`src/rtl/ale_frame_engine.sv`:
```
`default_nettype none
// ============================================================================
// Module : ale_frame_engine
// Brief  : Per-frame atmospheric light estimate, IIR-smoothed, with 1/A.
// Rev    : 1.0  initial release
// ============================================================================
module ale_frame_engine #(
  parameter int DATA_W       = 8,
  parameter int IMG_W        = 512,
  parameter int IMG_H        = 512,
  parameter int WIN_PIX      = 9,
  parameter int INV_W        = 16,
  parameter int SMOOTH_SHIFT = 2
) (
  input  logic                        clk,
  input  logic                        rst,
  input  logic                        input_valid,
  input  logic [WIN_PIX*3*DATA_W-1:0] input_window,
  output logic [DATA_W-1:0]           A_R,
  output logic [DATA_W-1:0]           A_G,
  output logic [DATA_W-1:0]           A_B,
  output logic [INV_W-1:0]            Inv_A_R,
  output logic [INV_W-1:0]            Inv_A_G,
  output logic [INV_W-1:0]            Inv_A_B,
  output logic                        A_valid,
  output logic                        ALE_done,
  output logic                        overrun
);

  localparam int c_frame_pix = IMG_W * IMG_H;
  localparam int c_cnt_w     = (c_frame_pix > 1) ? $clog2(c_frame_pix) : 1;
  localparam int c_step_w    = $clog2(INV_W + 1);

  // Channel index matches the pixel packing: [2]=R, [1]=G, [0]=B.
  typedef logic [2:0][DATA_W-1:0] rgb_t;
  typedef enum logic [1:0] {IDLE, SMOOTH, DIVIDE, PUBLISH} state_t;

  rgb_t               win_min;
  rgb_t               s1_min_q;
  logic               s1_valid_q;
  logic               s1_last_q;
  logic [c_cnt_w-1:0] cnt_q;
  logic               frame_end;

  always_comb begin
    win_min = '1;
    for (int k = 0; k < WIN_PIX; k++) begin
      for (int c = 0; c < 3; c++) begin
        if (input_window[k*3*DATA_W + c*DATA_W +: DATA_W] < win_min[c])
          win_min[c] = input_window[k*3*DATA_W + c*DATA_W +: DATA_W];
      end
    end
  end

  assign frame_end = input_valid && (cnt_q == c_cnt_w'(c_frame_pix - 1));

  always_ff @(posedge clk) begin
    if (rst) begin
      cnt_q      <= '0;
      s1_min_q   <= '0;
      s1_valid_q <= 1'b0;
      s1_last_q  <= 1'b0;
    end else begin
      s1_valid_q <= input_valid;
      s1_last_q  <= frame_end;
      if (input_valid) begin
        s1_min_q <= win_min;
        cnt_q    <= frame_end ? '0 : cnt_q + 1'b1;
      end
    end
  end

  logic [DATA_W-1:0] s1_dark;
  rgb_t              cand_q;
  rgb_t              cand_d;
  logic [DATA_W-1:0] cand_dark_q;
  logic [DATA_W-1:0] cand_dark_d;
  logic              first_q;
  logic              take;
  logic              frame_done;

  always_comb begin
    s1_dark = s1_min_q[0];
    if (s1_min_q[1] < s1_dark) s1_dark = s1_min_q[1];
    if (s1_min_q[2] < s1_dark) s1_dark = s1_min_q[2];
  end

  // Strict compare: a later pixel with an equal dark value never displaces the held one.
  assign take        = s1_valid_q && (first_q || (s1_dark > cand_dark_q));
  assign cand_d      = take ? s1_min_q : cand_q;
  assign cand_dark_d = take ? s1_dark : cand_dark_q;
  assign frame_done  = s1_valid_q && s1_last_q;

  always_ff @(posedge clk) begin
    if (rst) begin
      cand_q      <= '0;
      cand_dark_q <= '0;
      first_q     <= 1'b1;
    end else if (s1_valid_q) begin
      cand_q      <= cand_d;
      cand_dark_q <= cand_dark_d;
      first_q     <= s1_last_q;
    end
  end

  state_t                state_q;
  rgb_t                  frame_q;
  rgb_t                  a_new_q;
  rgb_t                  rem_q;
  logic [2:0][INV_W:0]   quo_q;
  logic [c_step_w-1:0]   step_q;
  rgb_t                  a_pub;
  rgb_t                  smooth_d;
  logic [2:0][DATA_W:0]  rem_sh;
  logic [2:0]            q_bit;
  logic [2:0][INV_W-1:0] inv_d;

  assign a_pub = {A_R, A_G, A_B};

  always_comb begin : smooth_div
    logic [DATA_W:0] diff;
    for (int c = 0; c < 3; c++) begin
      diff        = {1'b0, frame_q[c]} - {1'b0, a_pub[c]};
      smooth_d[c] = A_valid ? DATA_W'($signed({1'b0, a_pub[c]}) + ($signed(diff) >>> SMOOTH_SHIFT))
                            : frame_q[c];
      // Dividend 2^INV_W enters MSB first: a single 1 on the first step, zeros after.
      rem_sh[c]   = {rem_q[c], (step_q == '0)};
      q_bit[c]    = (rem_sh[c] >= {1'b0, a_new_q[c]});
      // Quotient bit INV_W is set only for A<=1 (including A=0), so it doubles as the saturation flag.
      inv_d[c]    = quo_q[c][INV_W] ? {INV_W{1'b1}} : quo_q[c][INV_W-1:0];
    end
  end

  always_ff @(posedge clk) begin
    if (rst) begin
      state_q  <= IDLE;
      frame_q  <= '0;
      a_new_q  <= '0;
      rem_q    <= '0;
      quo_q    <= '0;
      step_q   <= '0;
      A_R      <= '0;
      A_G      <= '0;
      A_B      <= '0;
      Inv_A_R  <= '0;
      Inv_A_G  <= '0;
      Inv_A_B  <= '0;
      A_valid  <= 1'b0;
      ALE_done <= 1'b0;
      overrun  <= 1'b0;
    end else begin
      ALE_done <= 1'b0;
      if (frame_done && (state_q != IDLE))
        overrun <= 1'b1;
      case (state_q)
        IDLE: begin
          if (frame_done) begin
            frame_q <= cand_d;
            state_q <= SMOOTH;
          end
        end
        SMOOTH: begin
          a_new_q <= smooth_d;
          rem_q   <= '0;
          quo_q   <= '0;
          step_q  <= '0;
          state_q <= DIVIDE;
        end
        DIVIDE: begin
          for (int c = 0; c < 3; c++) begin
            rem_q[c] <= q_bit[c] ? DATA_W'(rem_sh[c] - {1'b0, a_new_q[c]}) : DATA_W'(rem_sh[c]);
            quo_q[c] <= {quo_q[c][INV_W-1:0], q_bit[c]};
          end
          step_q <= step_q + 1'b1;
          if (step_q == c_step_w'(INV_W))
            state_q <= PUBLISH;
        end
        PUBLISH: begin
          A_R      <= a_new_q[2];
          A_G      <= a_new_q[1];
          A_B      <= a_new_q[0];
          Inv_A_R  <= inv_d[2];
          Inv_A_G  <= inv_d[1];
          Inv_A_B  <= inv_d[0];
          A_valid  <= 1'b1;
          ALE_done <= 1'b1;
          state_q  <= IDLE;
        end
        default: state_q <= IDLE;
      endcase
    end
  end

endmodule
`default_nettype wire

```
`config.mk`:
```
export PLATFORM = sky130hd
export DESIGN_NAME = ale_frame_engine
export DESIGN_NICKNAME = d
export VERILOG_FILES = /design/src/rtl/ale_frame_engine.sv
export SDC_FILE = /design/constraint.sdc
export NUM_CORES = 1
export LEC_CHECK = 0
export CAP_MARGIN = 20
export CORE_ASPECT_RATIO = 2
export CORE_MARGIN = 4
export CORE_UTILIZATION = 55
export DETAILED_ROUTE_END_ITERATION = 8
export GPL_TIMING_DRIVEN = 0
export PLACE_DENSITY = 0.78
export SLEW_MARGIN = 20
export SYNTH_ARGS = -nofsm -noshare
export SYNTH_HDL_FRONTEND = slang
export SYNTH_SLANG_ARGS = --single-unit
```
`constraint.sdc`:
```
create_clock -name clk -period 23.8 [get_ports clk]
set_input_delay 4.76 -clock clk [delete_from_list [all_inputs] [get_ports clk]]
set_output_delay 4.76 -clock clk [all_outputs]
set_load 0.01 [all_outputs]
```
==> results.cfg, run 1 <==
[setup_path]
crit_required_ns = 24.22
cp-end-kind = register
cp_slowest_cell = a2111oi_0
cp.arrival_ns = 22.40
path_class = in -> reg
crit_fanout = 10
startpoint_type = input port
critical_path.max_stage_delay_ns = 0.91

[layout]
fill_cells = 3223
nets = 3413
final_common_cell = nor2_1
area_growth_pct = 21.1
final_cell_mix = nor2_1 (349), clkdlybuf4s50_1 (290), dfxtp_1 (282)
final_util_pct = 67.3
drive_gt1_share_pct = 3.36

[clock_network]
post_cts_resized = 0
cts_hold_buf = 0
clockBufferDepth = 3
worstSkewPairLatency_ns = 0.54
cts_setup_buffers = 0
cts_tree = built
htreeDepth = 1
clock_sinks = 282
numCtsBuffers = 24
clockRootBuffer = clkbuf_16
clk_pin_slew_ns = 0.07

[logic_synthesis]
dominantRegCellSynth = dfxtp_1
synth-seq-cells = 282
synth_top_area_share_pct = 27.2
synthArstFlopShare_pct = 0
syn_area_um2 = 20700
synth_cell_type_count = 89
seq_area_frac_synth_pct = 27.2
syn_nets = 3097
synth_area_leader_cell = dfxtp_1
synth.area.top_cells = dfxtp_1 (27%), ha_1 (14%), mux2i_1 (6.4%)
syn-instance-count = 2646
syn_area_per_cell_um2 = 7.83
synth_edf_count = 0
yosysWarnings = 0

[floorplan]
dieArea_um2 = 41000
core_um2 = 37300
die_h_um = 283
pin_count = 294
rows = 100
initial_core_util_pct = 55.6
die_width_um = 145

[sta]
slew_headroom_pct = 30.8
setup_tns_ns = 0
min_period_over_period_pct = 92.4
fin_crit_ns = 21.99
rsz0062_at_grt = false
final-hold-violation-count = 0
setup_viol = 0
slew_violations = 0
skew_ns = 0.00901
worst_slew_pin_slew_ns = 1.01
fmax_mhz = 45.5

[drt]
drtIter0Drc = 1055
vias = 20800
ant_nets = 0
routed_wl_um = 66100
vias_per_cell = 6.03
routedWlPerCell_um = 19.2
drc = 0
firstDrtPassIters = 6

[grt]
grt_usage_pct = 30.6
grt_max_degree = 18
grt_pass1_wl_um = 103000
antenna_found_initial = 2
grt-ovfl-total = 0
grt_pass1_vias = 21500

[power]
ir_drop_v = 0.0000512
p_leak_nw = 10.5
fin_total_pwr_w = 0.00237
powerDensity_nw_per_um2 = 94.6

[run]
cap_violations = 0

[min_path]
hold_path.class = reg -> reg

[placement]
finalWeightedCongestion = 0.951
place_hpwl_um = 54400
portBuffers = 290

[run_status]
outcome = complete, no violations
Yosys cell counts (12+ instances only):
library cell  count
a211oi_1         57
a21o_1           70
a21oi_1         208
a22oi_1          28
a31oi_1          12
and2_1           14
and3_1           22
buf_1            16
clkbuf_1         97
dfxtp_1         282
ha_1            226
inv_1           207
maj3_1           16
mux2_2           14
mux2i_1         133
nand2_1         180
nand2b_1         28
nand3_1         106
nand4_1          23
nor2_1          349
nor2b_1          27
nor3_1           56
o211ai_1         14
o21a_1           34
o21ai_0         106
o22ai_1          54
o31ai_1          19
xnor2_1          32
xor2_1           29
power breakdown:
group	switching, W	total [W]	leakage (nW)	internal [W]
registers	0.0000506	0.000562	2.28	0.000511
logic	0.000806	0.00137	7.77	0.000563
clock network	0.000185	0.000442	0.426	0.000257
path summary, 6_finish.rpt:
| path | startpoint | to | slack, ns | cells after the start |
|---|---|---|---|---|
| hold / removal | quo_q[16] | quo_q[16] | 0.46 | 2 |
| hold reg to reg | quo_q[16] | quo_q[16] | 0.46 | 2 |
| setup / recovery | input_window[3] | s1_min_q[7] | 1.81 | 78 |
| setup reg to reg | s1_min_q[9] | frame_q[9] | 16.06 | 35 |
stage by stage:
stage	instance area, um^2	instances	setup slack [ns]	hold WS, ns
6_report	25100	3441	1.81	0.465
5_1_grt	25100	3441	0.902	0.484
4_1_cts	25100	3439	2.13	0.464
3_5_place_dp	24200	3395	1.60	0.454
3_3_place_gp	24200	3395	2.07	0.443
2_1_floorplan	20700	2646	5.22	0.436
sequential cells by signal, indices dropped and copies added, names as in the netlist, 2 cells and up:
register     count
frame_q         24
Inv_A_R         16
Inv_A_B         16
quo_q           51
rem_q           24
A_B              8
A_G              8
Inv_A_G         16
a_new_q         24
s1_min_q        24
cand_q          24
step_q           5
A_R              8
cand_dark_q      8
state_q          2
cnt_q           18
final cells by class:
cell class | count | area (um^2) | share of cell area, %
Antenna cell | 2 | 5.00 | 0.0199
Buffer | 125 | 505 | 2.01
Clock buffer | 31 | 678 | 2.70
Clock inverter | 13 | 204 | 0.813
Inverter | 209 | 785 | 3.13
Multi-Input combinational cell | 2030 | 13800 | 55.0
Sequential cell | 282 | 5650 | 22.5
Tap cell | 459 | 574 | 2.29
Timing Repair Buffer | 290 | 2900 | 11.6
metal layers:
| metal | wire [um] | vias up | part of all wire (%) | global-route usage [%] |
|---|---|---|---|---|
| li1 | - | 10100 | - | - |
| met1 | 20500 | 9694 | 31 | 25.0 |
| met2 | 36700 | 724 | 55 | 63.2 |
| met3 | 3700 | 272 | 5.6 | 5.35 |
| met4 | 5290 | 0 | 8.0 | 22.4 |
| met5 | 0 | - | 0 | 0 |
critical path: cells and delay by family:
family | cells | cell delay [ns]
AO/OA/AOI/OAI | 35 | 8.32
AND/OR/NAND/NOR | 19 | 3.21
buffers and inverters | 13 | 2.92
adder cells (fa/ha/maj) | 8 | 2.28
multiplexers | 3 | 0.89
cell families (layout without fill, tap and decap cells):
family | count (synthesis) | count (layout) | synth area share, %
flops | 282 | 282 | 27.2
other cells | 0 | 2 | 0
xor+xnor | 61 | 61 | 2.58
compound gates | 708 | 708 | 22.6
mux | 148 | 148 | 7.26
simple gates | 863 | 863 | 19.0
fa+ha+maj | 250 | 250 | 15.1
buf+inv | 334 | 668 | 6.22
Power figures use the tool's default switching activity.
==> run 2, diff against run 1 <==
SKIP_LAST_GASP = 1   (was default)
==> results of run 2 <==
Same layout as run 1: the final DEF is identical, and so are final timing and power.
==> run 3, diff against run 2 <==
ABC_CLOCK_PERIOD_IN_PS = 23800   (was default)
CORE_MARGIN = 2   (was 4)
PLACE_DENSITY = 0.91   (was 0.78)
==> run 3 against run 2 <==
Effect of this change:
- global-route usage increased by 3.4 points
- clock skew increased by 0.0071 ns
- sequential power hardly changed
- die area is 4.1% lower
- flip-flop and latch count is the same
- maximum frequency up 1.1%
- utilization up 0.13 points
- combinational power barely moved
==> results.cfg, run 3 (synthesis results as in run 1) <==
[power]
pwr-share-seq_pct = 23.8
switchingPower_w = 0.00105
fin_total_pwr_w = 0.00236
powerDensity_nw_per_um2 = 94.2
p_leak_nw = 10.4
p_comb_share_pct = 58.5
p_clk_share_pct = 17.7
ir_drop_v = 0.0000623
netSwitchingFraction_pct = 44.7
internal-power_w = 0.00130

[setup_path]
cp-end-kind = register
path_class = in -> reg
cp_slowest_cell = o21ai_1
critPathLaunch = input_window[6]
crit_fanout = 10
startpoint_type = input port
worst_path_dominant_cell_family = compound AO/OA/AOI/OAI gates
cpMostUsedCell = a21o_1
r2r-start = s1_min_q[9]
critical_path.max_stage_delay_ns = 0.62
crit_buf_inv = 13
crit_required_ns = 24.23
cp.arrival_ns = 22.17

[drt]
ant_nets = 0
drc = 0
firstDrtPassIters = 9
vias_per_cell = 6.20
drtIter0Drc = 1199
vias = 21400
routedWlPerCell_um = 19.8
routed_wl_um = 68100

[floorplan]
dieArea_um2 = 39400
pin_count = 294
rows = 100
core_um2 = 37200
die_h_um = 279
die_width_um = 141
initial_core_util_pct = 55.8

[clock_network]
worstSkewPairLatency_ns = 0.55
numCtsBuffers = 24
htreeDepth = 1
post_cts_resized = 0
clockBufferDepth = 3
cts_hold_buf = 0
cts_tree = built
clockRootBuffer = clkbuf_16
clk_pin_slew_ns = 0.07
cts_setup_buffers = 0
clock_sinks = 282

[layout]
top_register = quo_q
fin_cells = 3448
final_common_cell = nor2_1
nets = 3413
area_growth_pct = 20.9
final_cell_mix = nor2_1 (349), clkdlybuf4s50_1 (290), dfxtp_1 (282)
drive_gt1_share_pct = 3.36
largest_reg_flops = 51
finalInstanceArea_um2 = 25100

[sta]
setup_viol = 0
skew_ns = 0.0161
min_period_over_period_pct = 91.4
setup_tns_ns = 0
worst_slew_pin_slew_ns = 1.03
whs_ns = 0.460
fin_crit_ns = 21.74
slew_violations = 0
rsz0062_at_grt = false
slew_headroom_pct = 31.6
fmax_mhz = 46.0
final-hold-violation-count = 0

[placement]
placed_area_um2 = 24200
portBuffers = 290
finalWeightedCongestion = 0.996
dp.cells = 3395
place_hpwl_um = 55600

[grt]
antenna_found_initial = 10
grt_usage_pct = 33.9
grt_max_degree = 18
grt_pass1_wl_um = 108000
grt_pass1_vias = 22400
grt-ovfl-total = 0

[run_status]
outcome = complete, no violations

[min_path]
holdCritStartpoint = quo_q[33]
hold_path.class = reg -> reg

[run]
cap_violations = 0
==> run 3: cell types whose count changed in the layout (fill, tap and decap cells not counted), sizes merged <==
cell | previous run | this run
clkbuf | 128 | 125
clkinvlp | 3 | 4
bufinv | 5 | 3
diode | 2 | 10
inv | 208 | 207
clkinv | 6 | 10
==> run 3: metrics by stage <==
step / worst slack, ns / util (%)
after floorplan: 5.22 / -
after global placement: 2.19 / 65.1
after detailed placement: 1.86 / 65.1
after CTS: 2.42 / 67.4
after global routing: 0.996 / 67.4
final: 2.06 / 67.4
==> run 3: path summary, 6_finish.rpt <==
check / to / slack, ns / depth (start not counted)
worst max-delay path: s1_min_q[4] / 2.06 / 77
worst max register to register: frame_q[9] / 15.85 / 35
worst min-delay path: quo_q[33] / 0.46 / 2
worst min register to register: quo_q[33] / 0.46 / 2
==> run 3: tightest hold or removal path, stage by stage, from the launching register on <==
cell	delay (ns)
dfxtp_1	0.31
nand2_1	0.06
a21oi_1	0.05
==> run 3: area by class of cell <==
type                            count  area (um^2)
Antenna cell                       10         25.0
Buffer                            125          505
Clock buffer                       28          636
Clock inverter                     15          190
Fill cell                        3021        12100
Inverter                          209          785
Multi-Input combinational cell   2030        13800
Sequential cell                   282         5650
Tap cell                          459          574
Timing Repair Buffer              290         2900
==> run 3: per-layer routing <==
| metal | global-route usage (%) | share of wire, % | vias to the layer above | routed length, um |
|---|---|---|---|---|
| met5 | 0 | 0 | - | 0 |
| met1 | 28.2 | 31 | 10000 | 20900 |
| met4 | 29.9 | 9.7 | 0 | 6580 |
| li1 | - | - | 10100 | - |
| met3 | 5.61 | 5.5 | 369 | 3770 |
| met2 | 66.2 | 54 | 865 | 36900 |
==> run 3: power groups by stage <==
stage,Sequential [W],Combinational (W),Clock [W]
2_1_floorplan,0.000544,0.00102,0
3_3_place_gp,0.000565,0.00130,0
3_5_place_dp,0.000567,0.00135,0
4_1_cts,0.000557,0.00136,0.000418
5_1_grt,0.000563,0.00154,0.000435
6_report,0.000561,0.00138,0.000418
